<file path="src/rtl/multicycle_controller_pkg.sv">
// Shared types and encodings for the multicycle ARMv4 control unit.
package multicycle_controller_pkg;

  typedef enum logic [3:0] {
    S_FETCH    = 4'd0,
    S_DECODE   = 4'd1,
    S_MEMADR   = 4'd2,
    S_MEMRD    = 4'd3,
    S_MEMWB    = 4'd4,
    S_MEMWR    = 4'd5,
    S_EXECUTER = 4'd6,
    S_EXECUTEI = 4'd7,
    S_ALUWB    = 4'd8,
    S_BRANCH   = 4'd9
  } state_e;

  localparam logic [1:0] SRCA_REG   = 2'b00;
  localparam logic [1:0] SRCA_PC    = 2'b01;

  localparam logic [1:0] SRCB_REG   = 2'b00;
  localparam logic [1:0] SRCB_IMM   = 2'b01;
  localparam logic [1:0] SRCB_FOUR  = 2'b10;

  localparam logic [1:0] RES_ALUOUT = 2'b00;
  localparam logic [1:0] RES_RDATA  = 2'b01;
  localparam logic [1:0] RES_ALU    = 2'b10;

  localparam logic       ADR_PC     = 1'b0;
  localparam logic       ADR_ALUOUT = 1'b1;

  localparam logic [1:0] OP_DP      = 2'b00;
  localparam logic [1:0] OP_MEM     = 2'b01;
  localparam logic [1:0] OP_BR      = 2'b10;
  localparam logic [1:0] OP_UND     = 2'b11;

  localparam logic [3:0] COND_EQ = 4'b0000;
  localparam logic [3:0] COND_NE = 4'b0001;
  localparam logic [3:0] COND_CS = 4'b0010;
  localparam logic [3:0] COND_CC = 4'b0011;
  localparam logic [3:0] COND_MI = 4'b0100;
  localparam logic [3:0] COND_PL = 4'b0101;
  localparam logic [3:0] COND_VS = 4'b0110;
  localparam logic [3:0] COND_VC = 4'b0111;
  localparam logic [3:0] COND_HI = 4'b1000;
  localparam logic [3:0] COND_LS = 4'b1001;
  localparam logic [3:0] COND_GE = 4'b1010;
  localparam logic [3:0] COND_LT = 4'b1011;
  localparam logic [3:0] COND_GT = 4'b1100;
  localparam logic [3:0] COND_LE = 4'b1101;
  localparam logic [3:0] COND_AL = 4'b1110;
  localparam logic [3:0] COND_NV = 4'b1111;

  function automatic logic cond_eval(input logic [3:0] cond, input logic [3:0] nzcv);
    logic n, z, c, v;
    {n, z, c, v} = nzcv;
    case (cond)
      COND_EQ: return z;
      COND_NE: return !z;
      COND_CS: return c;
      COND_CC: return !c;
      COND_MI: return n;
      COND_PL: return !n;
      COND_VS: return v;
      COND_VC: return !v;
      COND_HI: return c & !z;
      COND_LS: return !c | z;
      COND_GE: return n == v;
      COND_LT: return n != v;
      COND_GT: return !z & (n == v);
      COND_LE: return z | (n != v);
      COND_AL: return 1'b1;
      default: return 1'b0;
    endcase
  endfunction

endpackage

</file>
<file path="src/rtl/multicycle_controller_if.sv">
// Instruction fields, ALU flags and datapath controls between the control unit and the datapath.
interface multicycle_controller_if;
  logic [3:0] Cond;
  logic [1:0] Op;
  logic [5:0] Funct;
  logic [3:0] Rd;
  logic [3:0] ALUFlags;
  logic [1:0] FlagW;
  logic       ALUOp;
  logic       PCWrite;
  logic       MemWrite;
  logic       RegWrite;
  logic       IRWrite;
  logic       AdrSrc;
  logic [1:0] ALUSrcA;
  logic [1:0] ALUSrcB;
  logic [1:0] ResultSrc;
  logic [1:0] ImmSrc;
  logic [1:0] RegSrc;

  modport master (
    output Cond, Op, Funct, Rd, ALUFlags, FlagW,
    input  ALUOp, PCWrite, MemWrite, RegWrite, IRWrite, AdrSrc,
    input  ALUSrcA, ALUSrcB, ResultSrc, ImmSrc, RegSrc
  );

  modport slave (
    input  Cond, Op, Funct, Rd, ALUFlags, FlagW,
    output ALUOp, PCWrite, MemWrite, RegWrite, IRWrite, AdrSrc,
    output ALUSrcA, ALUSrcB, ResultSrc, ImmSrc, RegSrc
  );
endinterface

</file>
<file path="src/rtl/multicycle_controller_cond_logic.sv">
// Condition logic: NZCV register, per-instruction condition result and write-enable gating.
module multicycle_controller_cond_logic
  import multicycle_controller_pkg::*;
(
  input  logic       clk,
  input  logic       rst_n,
  input  logic [3:0] i_cond,
  input  logic [3:0] i_alu_flags,
  input  logic [1:0] i_flag_w,
  input  logic [3:0] i_rd,
  input  logic       i_cond_sample,
  input  logic       i_alu_op,
  input  logic       i_reg_w,
  input  logic       i_mem_w,
  input  logic       i_next_pc,
  input  logic       i_branch,
  output logic       o_pc_write,
  output logic       o_reg_write,
  output logic       o_mem_write
);

  logic [1:0] r_nz;
  logic [1:0] r_cv;
  logic       r_cond_ex;
  logic       w_flag_write;
  logic       w_pcs;

  assign w_flag_write = i_alu_op & r_cond_ex;

  always_ff @(posedge clk) begin
    if (!rst_n) begin
      r_nz      <= 2'b00;
      r_cv      <= 2'b00;
      r_cond_ex <= 1'b0;
    end else begin
      if (i_cond_sample)
        r_cond_ex <= cond_eval(i_cond, {r_nz, r_cv});
      if (w_flag_write && i_flag_w[1])
        r_nz <= i_alu_flags[3:2];
      if (w_flag_write && i_flag_w[0])
        r_cv <= i_alu_flags[1:0];
    end
  end

  // Writing R15 from ALUWB/MEMWB is a jump, so it also needs PCWrite.
  assign w_pcs       = i_branch | (i_reg_w & (i_rd == 4'd15));
  assign o_reg_write = rst_n & i_reg_w & r_cond_ex;
  assign o_mem_write = rst_n & i_mem_w & r_cond_ex;
  assign o_pc_write  = rst_n & (i_next_pc | (w_pcs & r_cond_ex));

endmodule

</file>
<file path="src/rtl/multicycle_controller.sv">
// Multicycle ARMv4 control unit: state sequencing and Moore output decode.
module multicycle_controller
  import multicycle_controller_pkg::*;
(
  input  logic                  clk,
  input  logic                  rst_n,
  multicycle_controller_if.slave bus
);

  state_e     r_state;
  state_e     w_next_state;
  logic       w_ir_write, w_next_pc, w_reg_w, w_mem_w, w_branch, w_alu_op, w_adr_src;
  logic [1:0] w_alu_src_a, w_alu_src_b, w_result_src;
  logic       w_pc_write, w_reg_write, w_mem_write;
  logic       w_unused;

  always_ff @(posedge clk) begin
    if (!rst_n) r_state <= S_FETCH;
    else        r_state <= w_next_state;
  end

  always_comb begin
    w_next_state = S_FETCH;
    case (r_state)
      S_FETCH:  w_next_state = S_DECODE;
      S_DECODE: begin
        case (bus.Op)
          OP_MEM:  w_next_state = S_MEMADR;
          OP_DP:   w_next_state = bus.Funct[5] ? S_EXECUTEI : S_EXECUTER;
          OP_BR:   w_next_state = S_BRANCH;
          default: w_next_state = S_FETCH;
        endcase
      end
      S_MEMADR:   w_next_state = bus.Funct[0] ? S_MEMRD : S_MEMWR;
      S_MEMRD:    w_next_state = S_MEMWB;
      S_EXECUTER: w_next_state = S_ALUWB;
      S_EXECUTEI: w_next_state = S_ALUWB;
      default:    w_next_state = S_FETCH;
    endcase
  end

  always_comb begin
    w_ir_write   = 1'b0;
    w_next_pc    = 1'b0;
    w_reg_w      = 1'b0;
    w_mem_w      = 1'b0;
    w_branch     = 1'b0;
    w_alu_op     = 1'b0;
    w_adr_src    = ADR_PC;
    w_alu_src_a  = SRCA_REG;
    w_alu_src_b  = SRCB_REG;
    w_result_src = RES_ALUOUT;
    case (r_state)
      S_FETCH: begin
        w_ir_write   = 1'b1;
        w_next_pc    = 1'b1;
        w_alu_src_a  = SRCA_PC;
        w_alu_src_b  = SRCB_FOUR;
        w_result_src = RES_ALU;
      end
      S_DECODE: begin
        w_alu_src_a  = SRCA_PC;
        w_alu_src_b  = SRCB_FOUR;
        w_result_src = RES_ALU;
      end
      S_MEMADR: w_alu_src_b = SRCB_IMM;
      S_MEMRD:  w_adr_src   = ADR_ALUOUT;
      S_MEMWB: begin
        w_result_src = RES_RDATA;
        w_reg_w      = 1'b1;
      end
      S_MEMWR: begin
        w_adr_src = ADR_ALUOUT;
        w_mem_w   = 1'b1;
      end
      S_EXECUTER: w_alu_op = 1'b1;
      S_EXECUTEI: begin
        w_alu_op    = 1'b1;
        w_alu_src_b = SRCB_IMM;
      end
      S_ALUWB: w_reg_w = 1'b1;
      S_BRANCH: begin
        w_alu_src_b  = SRCB_IMM;
        w_result_src = RES_ALU;
        w_branch     = 1'b1;
      end
      default: ;
    endcase
  end

  multicycle_controller_cond_logic u_cond_logic (
    .clk           (clk),
    .rst_n         (rst_n),
    .i_cond        (bus.Cond),
    .i_alu_flags   (bus.ALUFlags),
    .i_flag_w      (bus.FlagW),
    .i_rd          (bus.Rd),
    .i_cond_sample (r_state == S_DECODE),
    .i_alu_op      (w_alu_op),
    .i_reg_w       (w_reg_w),
    .i_mem_w       (w_mem_w),
    .i_next_pc     (w_next_pc),
    .i_branch      (w_branch),
    .o_pc_write    (w_pc_write),
    .o_reg_write   (w_reg_write),
    .o_mem_write   (w_mem_write)
  );

  assign bus.ALUOp     = w_alu_op;
  assign bus.IRWrite   = w_ir_write & rst_n;
  assign bus.PCWrite   = w_pc_write;
  assign bus.RegWrite  = w_reg_write;
  assign bus.MemWrite  = w_mem_write;
  assign bus.AdrSrc    = w_adr_src;
  assign bus.ALUSrcA   = w_alu_src_a;
  assign bus.ALUSrcB   = w_alu_src_b;
  assign bus.ResultSrc = w_result_src;
  assign bus.ImmSrc    = bus.Op;
  assign bus.RegSrc    = {bus.Op == OP_MEM, bus.Op == OP_BR};

  // Funct[4:1] selects the ALU operation and is consumed by ALU_DECODER, not here.
  assign w_unused = ^bus.Funct[4:1];

endmodule

</file>
<file path="src/flat_wrapper.sv">
// flat-port wrapper written by rule: the top's interface ports become plain ports
module multicycle_controller_flat import multicycle_controller_pkg::*;
  (clk, rst_n, bus_Cond, bus_Op, bus_Funct, bus_Rd, bus_ALUFlags, bus_FlagW, bus_ALUOp, bus_PCWrite, bus_MemWrite, bus_RegWrite, bus_IRWrite, bus_AdrSrc, bus_ALUSrcA, bus_ALUSrcB, bus_ResultSrc, bus_ImmSrc, bus_RegSrc);
  multicycle_controller_if bus_i ();
  input  logic clk;
  input  logic rst_n;
  input wire logic [$bits(bus_i.Cond)-1:0] bus_Cond;
  input wire logic [$bits(bus_i.Op)-1:0] bus_Op;
  input wire logic [$bits(bus_i.Funct)-1:0] bus_Funct;
  input wire logic [$bits(bus_i.Rd)-1:0] bus_Rd;
  input wire logic [$bits(bus_i.ALUFlags)-1:0] bus_ALUFlags;
  input wire logic [$bits(bus_i.FlagW)-1:0] bus_FlagW;
  output wire logic [$bits(bus_i.ALUOp)-1:0] bus_ALUOp;
  output wire logic [$bits(bus_i.PCWrite)-1:0] bus_PCWrite;
  output wire logic [$bits(bus_i.MemWrite)-1:0] bus_MemWrite;
  output wire logic [$bits(bus_i.RegWrite)-1:0] bus_RegWrite;
  output wire logic [$bits(bus_i.IRWrite)-1:0] bus_IRWrite;
  output wire logic [$bits(bus_i.AdrSrc)-1:0] bus_AdrSrc;
  output wire logic [$bits(bus_i.ALUSrcA)-1:0] bus_ALUSrcA;
  output wire logic [$bits(bus_i.ALUSrcB)-1:0] bus_ALUSrcB;
  output wire logic [$bits(bus_i.ResultSrc)-1:0] bus_ResultSrc;
  output wire logic [$bits(bus_i.ImmSrc)-1:0] bus_ImmSrc;
  output wire logic [$bits(bus_i.RegSrc)-1:0] bus_RegSrc;
  assign bus_i.Cond = bus_Cond;
  assign bus_i.Op = bus_Op;
  assign bus_i.Funct = bus_Funct;
  assign bus_i.Rd = bus_Rd;
  assign bus_i.ALUFlags = bus_ALUFlags;
  assign bus_i.FlagW = bus_FlagW;
  assign bus_ALUOp = bus_i.ALUOp;
  assign bus_PCWrite = bus_i.PCWrite;
  assign bus_MemWrite = bus_i.MemWrite;
  assign bus_RegWrite = bus_i.RegWrite;
  assign bus_IRWrite = bus_i.IRWrite;
  assign bus_AdrSrc = bus_i.AdrSrc;
  assign bus_ALUSrcA = bus_i.ALUSrcA;
  assign bus_ALUSrcB = bus_i.ALUSrcB;
  assign bus_ResultSrc = bus_i.ResultSrc;
  assign bus_ImmSrc = bus_i.ImmSrc;
  assign bus_RegSrc = bus_i.RegSrc;
  multicycle_controller u_core (.clk(clk), .rst_n(rst_n), .bus(bus_i));
endmodule
</file>
<file path="config.mk">
export PLATFORM = sky130hd
export DESIGN_NAME = multicycle_controller_flat
export DESIGN_NICKNAME = d
export VERILOG_FILES = /design/src/rtl/multicycle_controller_pkg.sv /design/src/rtl/multicycle_controller_if.sv /design/src/rtl/multicycle_controller_cond_logic.sv /design/src/rtl/multicycle_controller.sv /design/src/flat_wrapper.sv
export SDC_FILE = /design/constraint.sdc
export NUM_CORES = 1
export LEC_CHECK = 0
export ABC_AREA = 1
export CELL_PAD_IN_SITES_DETAIL_PLACEMENT = 0
export CELL_PAD_IN_SITES_GLOBAL_PLACEMENT = 2
export CORE_ASPECT_RATIO = 0.7
export CORE_MARGIN = 2
export CORE_UTILIZATION = 19
export DETAILED_ROUTE_END_ITERATION = 12
export PLACE_DENSITY = 0.84
export SLEW_MARGIN = 5
export SYNTH_ARGS = -nofsm -noshare
export SYNTH_HDL_FRONTEND = slang
export SYNTH_HIERARCHICAL = 1
export SYNTH_SLANG_ARGS = --single-unit
</file>
<file path="constraint.sdc">
create_clock -name clk -period 3.1 [get_ports clk]
set_clock_uncertainty 0.15 [all_clocks]
set_input_delay 0.62 -clock clk [delete_from_list [all_inputs] [get_ports clk]]
set_output_delay 0.62 -clock clk [all_outputs]
set_load 0.03 [all_outputs]
</file>
# Yosys cells after proc, flatten, opt, wreduce, memory -nomap -nowiden
# Index checks and enable logic that the tools add are counted.
[word_totals]
regBits = 9
in_bits = 24
out_inout_bits = 16
wordCells = 76
[op_classes]
eq_ne = 28
n_mux = 14
n_bitwise = 15
n_reduce_logical = 15
[ops]
columns = ["op", "count"]
rows = [
  ["== test 4 bit (second input constant)", 10],
  ["== test 4 x 3 -> 1 bit (second input constant)", 8],
  ["one-hot mux 4 bit (5 select lines)", 1],
  ["== test 4 x 2 -> 1 bit (second input constant)", 4],
  ["one-hot mux 1 bit (15 select lines)", 1],
  ["one-hot mux 4 bit (3 select lines)", 1],
  ["AND 1 bit", 11],
  ["== test 4 x 1 -> 1 bit (second input constant)", 2],
  ["logical NOT 4 bit", 2],
  ["two-way mux 1 bit", 8],
  ["one-hot mux 2 bit (2 select lines)", 2],
  ["OR reduction 2 bit", 4],
  ["OR reduction 3 bit", 2],
  ["logical NOT 1 bit", 4],
  ["bitwise OR 1 bit", 4],
  ["two-way mux 3 bit", 1],
  ["== test 2 x 1 -> 1 bit (second input constant)", 1],
  ["== test 2 bit (second input constant)", 1],
  ["logical AND 1 bit", 2],
  ["logical NOT 2 bit", 1],
  ["== test 1 bit", 1],
  ["inequality test 1 bit", 1],
]

# Depth between registers and ports, before layout
[depth]
depth_word = 8
depth_mapped = 10
ltp_nobuf = 10

# Modules after synthesis
# Netlist, hierarchy kept.
[by_module_without_submodules]
columns = ["mod", "instances", "cells_per_inst", "area_each_um2", "seq_area_each_um2"]
rows = [
  ["multicycle_controller_cond_logic", 1, 85, 451.7, 100.1],
  ["multicycle_controller", 1, 59, 339.1, 80.1],
]

# Worst setup path before layout
# OpenSTA, ideal clock, no wires.
[synth_timing]
kind = "register to output"
startpoint = "reg u_core.r_state[1]"
endpoint = "out bus_PCWrite"
arrival_ps = 1549
required_ps = 2330
slack_ps = 781
path_stages_with_launch = 7
n_path_buf = 1
cell_sequence = "dfxtp_1 buf_2 nor2_1 inv_1 a21oi_1 a31oi_1 o21ai_0"
[synth_via]
elab_chain_len = 8
word_cells_on_any_way = 13
classes_between = "3 x eq/ne; 3 x mux; 5 x bitwise; 2 x reduce/logical"
[synth_rtl]
columns = ["element", "line_no", "source"]
rows = [
  ["start: declaration", "multicycle_controller.sv:10", "state_e r_state;"],
  ["start signal: assignment", "multicycle_controller.sv:19", "else r_state <= w_next_state;"],
  ["== test 4 bit or == test 4 x 3 -> 1 bit (tied branches)", "multicycle_controller.sv:53", "case (r_state)"],
  ["OR reduction 2 bit (no line) (*)", "-", ""],
  ["two-way mux 1 bit (*)", "multicycle_controller.sv:53", ""],
  ["via u_core.w_reg_w", "multicycle_controller.sv:12", "logic w_ir_write, w_next_pc, w_reg_w, w_mem_w, w_branch, w_alu_op, w_adr_src;"],
  ["AND 1 bit (*)", "multicycle_controller_cond_logic.sv:46", "assign w_pcs = i_branch | (i_reg_w & (i_rd == 4'd15));"],
  ["bitwise OR 1 bit (*)", "multicycle_controller_cond_logic.sv:46", ""],
  ["AND 1 bit (*)", "multicycle_controller_cond_logic.sv:49", "assign o_pc_write = rst_n & (i_next_pc | (w_pcs & r_cond_ex));"],
  ["bitwise OR 1 bit (*)", "multicycle_controller_cond_logic.sv:49", ""],
  ["AND 1 bit (*)", "multicycle_controller_cond_logic.sv:49", ""],
  ["end: declaration", "flat_wrapper.sv:14", "output wire logic [$bits(bus_i.PCWrite)-1:0] bus_PCWrite;"],
]
# Mark *: on every way through the listed nets, which the timed path passes. The rest lies on a longest branch.

# Final worst setup path
[layout_timing]
startpoint = "in rst_n"
endpoint = "out bus_MemWrite"
[layout_via]
elab_chain_len = 2
[layout_rtl]
columns = ["element", "line_no", "source"]
rows = [
  ["start: declaration", "flat_wrapper.sv:6", "input logic rst_n;"],
  ["AND 1 bit (2 in a row)", "multicycle_controller_cond_logic.sv:48", "assign o_mem_write = rst_n & i_mem_w & r_cond_ex;"],
  ["end: declaration", "flat_wrapper.sv:15", "output wire logic [$bits(bus_i.MemWrite)-1:0] bus_MemWrite;"],
]
# No other way between the ends.

==> summary.md <==
The run gives 3 as the number of buffers created by CTS. The nature of the critical path startpoint is a primary input. The longest clock path from root to sink contains 2 buffers. In this run the core area contains 19 standard-cell rows. The number of vias per cell after detailed routing came out at 4.19. The clock transition time at the flip-flop clock pins of the worst setup and hold paths is 0.04 ns, and the summed instance area of the synthesized netlist is 791 sq um. The timing startpoint of the critical path was rst_n. The tools report the number of inserted diodes as 0. For the via count of the first global-routing pass, the log shows 922. The layout overhead on the synthesized area is 54.1%. The flow ran to the end, and the final reports show no timing, DRC or antenna violations. For this block, the via count after detailed routing is 968. Dividing the synthesized area by the synthesized cell count gives 5.49 sq um. Top cell type's share of synthesized area: 22.8%. The number of sinks driven by the clock tree was 9; the cell count along the critical path was 4.

sky130_fd_sc_hd__dfxtp_1 takes more of the synthesized area than any other cell. The run gives 137 uV as the maximum vdd drop. In this run, synthesis produced a sequential element count of 9. At the worst endpoint, the required time is 2.33 ns. During placement, the flow inserted port buffers numbering 34.

Global routing consumed, over all layers together, 10.6% of the routing resources. The number of H-tree levels came out at 1. At the end of the flow, the number of nets in the layout was 204.

The final hold violation count is 0. The final layout contains routed wiring with a total length of 2.34 mm. The proportion of power drawn by combinational gates came out at 35.0%.

After synthesis, the cell types taking the most area are sky130_fd_sc_hd__dfxtp_1 23%, sky130_fd_sc_hd__nand2_1 17%, sky130_fd_sc_hd__inv_1 11%. The die covers 0.00470 sq mm. The first routing iteration left 50 violations.

In this run the vertical extent of the chip is 58.0 um. Counting stages on the worst path, the most repeated cell is sky130_fd_sc_hd__clkdlybuf4s50_1. The net switching power was 132 uW. The routed length per instance was 10.1 um; the number of instances on the worst hold path was 2.

Post-layout minimum cycle time: 2.96 ns. TritonCTS built the clock tree. In the layout the commonest cells are 35 x sky130_fd_sc_hd__nand2_1, 33 x sky130_fd_sc_hd__clkdlybuf4s50_1, 23 x sky130_fd_sc_hd__inv_1. Summed over all cells, the static leakage comes to 0.547 nW. The tool flagged a number of max-cap violations equal to 0.

Timing would allow up to 338 MHz. Dividing total power by cell area gives a power density of 332 mW/mm^2. Origin of the critical flop-to-flop path: u_core/r_state[3]$_SDFF_PN0_. Number of placed I/O pins: 40. Largest stage delay on the critical path: 0.68 ns. The iteration count of the initial detailed-routing pass came out at 6. The warning count from the yosys run was 6; the core region area was 0.00395 sq mm.

Post-CTS repair changed the size of 0 cells. After technology mapping, the gate count stands at 144. The signal on the critical path passes through clkdlybuf4s50_1 > nand2_1 > nor2_1 > clkdlybuf4s50_1. The die span in x works out to 81.1 um. Library cell contributing the largest single delay on the critical path: sky130_fd_sc_hd__clkdlybuf4s50_1. The number of buffers and inverters on the critical path is 2.

The power share of the clock group came out at 33.4%. The worst setup path is captured at an output port. Once the clock tree was built, the setup fixing pass inserted 0 buffers. Across all hold checks on the routed design, the worst slack comes to 0.380 ns. The first global-routing pass estimated 3.84 mm of wire. The leading cell type in the layout, fill and taps excluded is sky130_fd_sc_hd__nand2_1. The run gives 273 uW as the internal power.

Registers are responsible for 31.6% of the overall power. The initial utilization of the core area, before any placement, comes to 20.0%. Summed over all failing endpoints, the final setup total negative slack is 0 ns.

The tools report the number of pins with negative max-slew slack in the final report as 0. At the worst endpoint, the arrival time is 2.19 ns. Sequential cell area fraction in the yosys report: 22.8%. Setup repair after global routing left no endpoint under its margin. The run gives 0 as the remaining antenna violation count.

The cell sitting at the root of the clock tree is a sky130_fd_sc_hd__clkbuf_8. After detailed routing, the number of remaining DRC violations is 0. The tools report the initial antenna violation count as 0.

In this run switching power makes up 32.6% of total power. The critical path is of the in2out type. The number of endpoints failing setup at the final stage is 0, and the top fanout value on the critical path is 8.

After legalization and detailed placement, the total HPWL measured 1.96 mm. The min-delay analysis places its worst path in the category reg2reg. The total overflow left after global routing is 0. The congestion estimate from routability-driven global placement came to 0.762.

The synthesized netlist net count is 168, and the clock insertion delay at the later pin of the skew report is 0.23 ns. Yosys mapped the design onto 23 distinct sky130hd cell types. The maximum number of pins on one net before global-route repair is 12, and the number of cell instances on the worst register-to-register path is 8. The post-route fraction of the period consumed by the critical path is 95.4%, and the fraction of layout instances using a drive strength above 1 is 8.38%. The worst hold path begins at u_core/u_cond_logic/r_nz[0]$_SDFFE_PN0P_. In this run, post-CTS hold repair placed 0 buffers.

Grouping stages by cell kind, the critical path spends the most delay in buffers and inverters.
[Yosys cell counts (all sizes together)]
master and count:
clkinv 2, dfxtp 9, o211ai 1, or2 1, a31oi 1, inv 23
nor3 1, nor2 24, conb 1, nand3 16, nand4 2, a31o 1
o21ai 6, nand2 39, and3 1, buf 4, a21oi 12
[state kept, by name, summed over array words and instances (netlist names)]
signal	cells
u_core/u_cond_logic/r_cond_ex	1
u_core/u_cond_logic/r_cv	2
u_core/r_state	4
u_core/u_cond_logic/r_nz	2
[metrics by stage]
stage                     power, mW  cell area [sq um]  std cells  util [%]  worst slack (ns)
final                         0.404               1220        231      30.9             0.142
after CTS                     0.412               1220        231      30.9             0.123
after global placement        0.271               1170        227      29.7             0.162
after global routing          0.431               1220        231      30.9            0.0118
after detailed placement      0.272               1170        227      29.7             0.124
after floorplan               0.209                791        144         -             0.781
[tightest hold or removal path: cells and delay by family, from the launching register on]
family	cells	cell delay [ns]
flip-flops	1	0.33
buffers and inverters	1	0.09
AO/OA/AOI/OAI	1	0.06
[path summary, 6_finish.rpt]
check,end,slack [ns]
worst max-delay path,bus_MemWrite,0.14
worst min-delay path,u_core/u_cond_logic/r_nz[0]$_SDFFE_PN0P_,0.38
worst max register to register,u_core/u_cond_logic/r_cv[0]$_SDFFE_PN0P_,1.61
worst min register to register,u_core/u_cond_logic/r_nz[0]$_SDFFE_PN0P_,0.38
[per-layer routing]
metal  wire length [um]  global-route usage, %  up-vias  share of wire [%]
met5                  0                      0        -                  0
met4                 42                   6.78        0                1.8
met3                148                   2.34        6                6.3
met2                896                   14.2       30                 38
met1               1260                   15.1      411                 54
li1                   -                      -      521                  -
[power groups by stage]
stage / combinational [mW] / clock, mW / sequential (mW)
global route: 0.155 / 0.148 / 0.129
detailed placement: 0.142 / 0 / 0.130
global placement: 0.142 / 0 / 0.130
finish: 0.142 / 0.135 / 0.128
CTS: 0.142 / 0.141 / 0.128
floorplan: 0.0827 / 0 / 0.126
[cell families after synthesis]
logic type	Yosys count	synth area share, %
AND/OR/NAND/NOR	84	47.0
buffers and inverters	29	15.5
flip-flops	9	22.8
AO/OA/AOI/OAI	21	14.2
other	1	0.474
[cell type report]
class                   instances  area, sq um
repair buffers                 35          345
multi-input cells             106          488
inverters                      25         95.1
flip-flops and latches          9          180
clock buffers                   4         45.0
well taps                      52         65.1
fillers                       447         2730
Power figures use the tool's default switching activity.
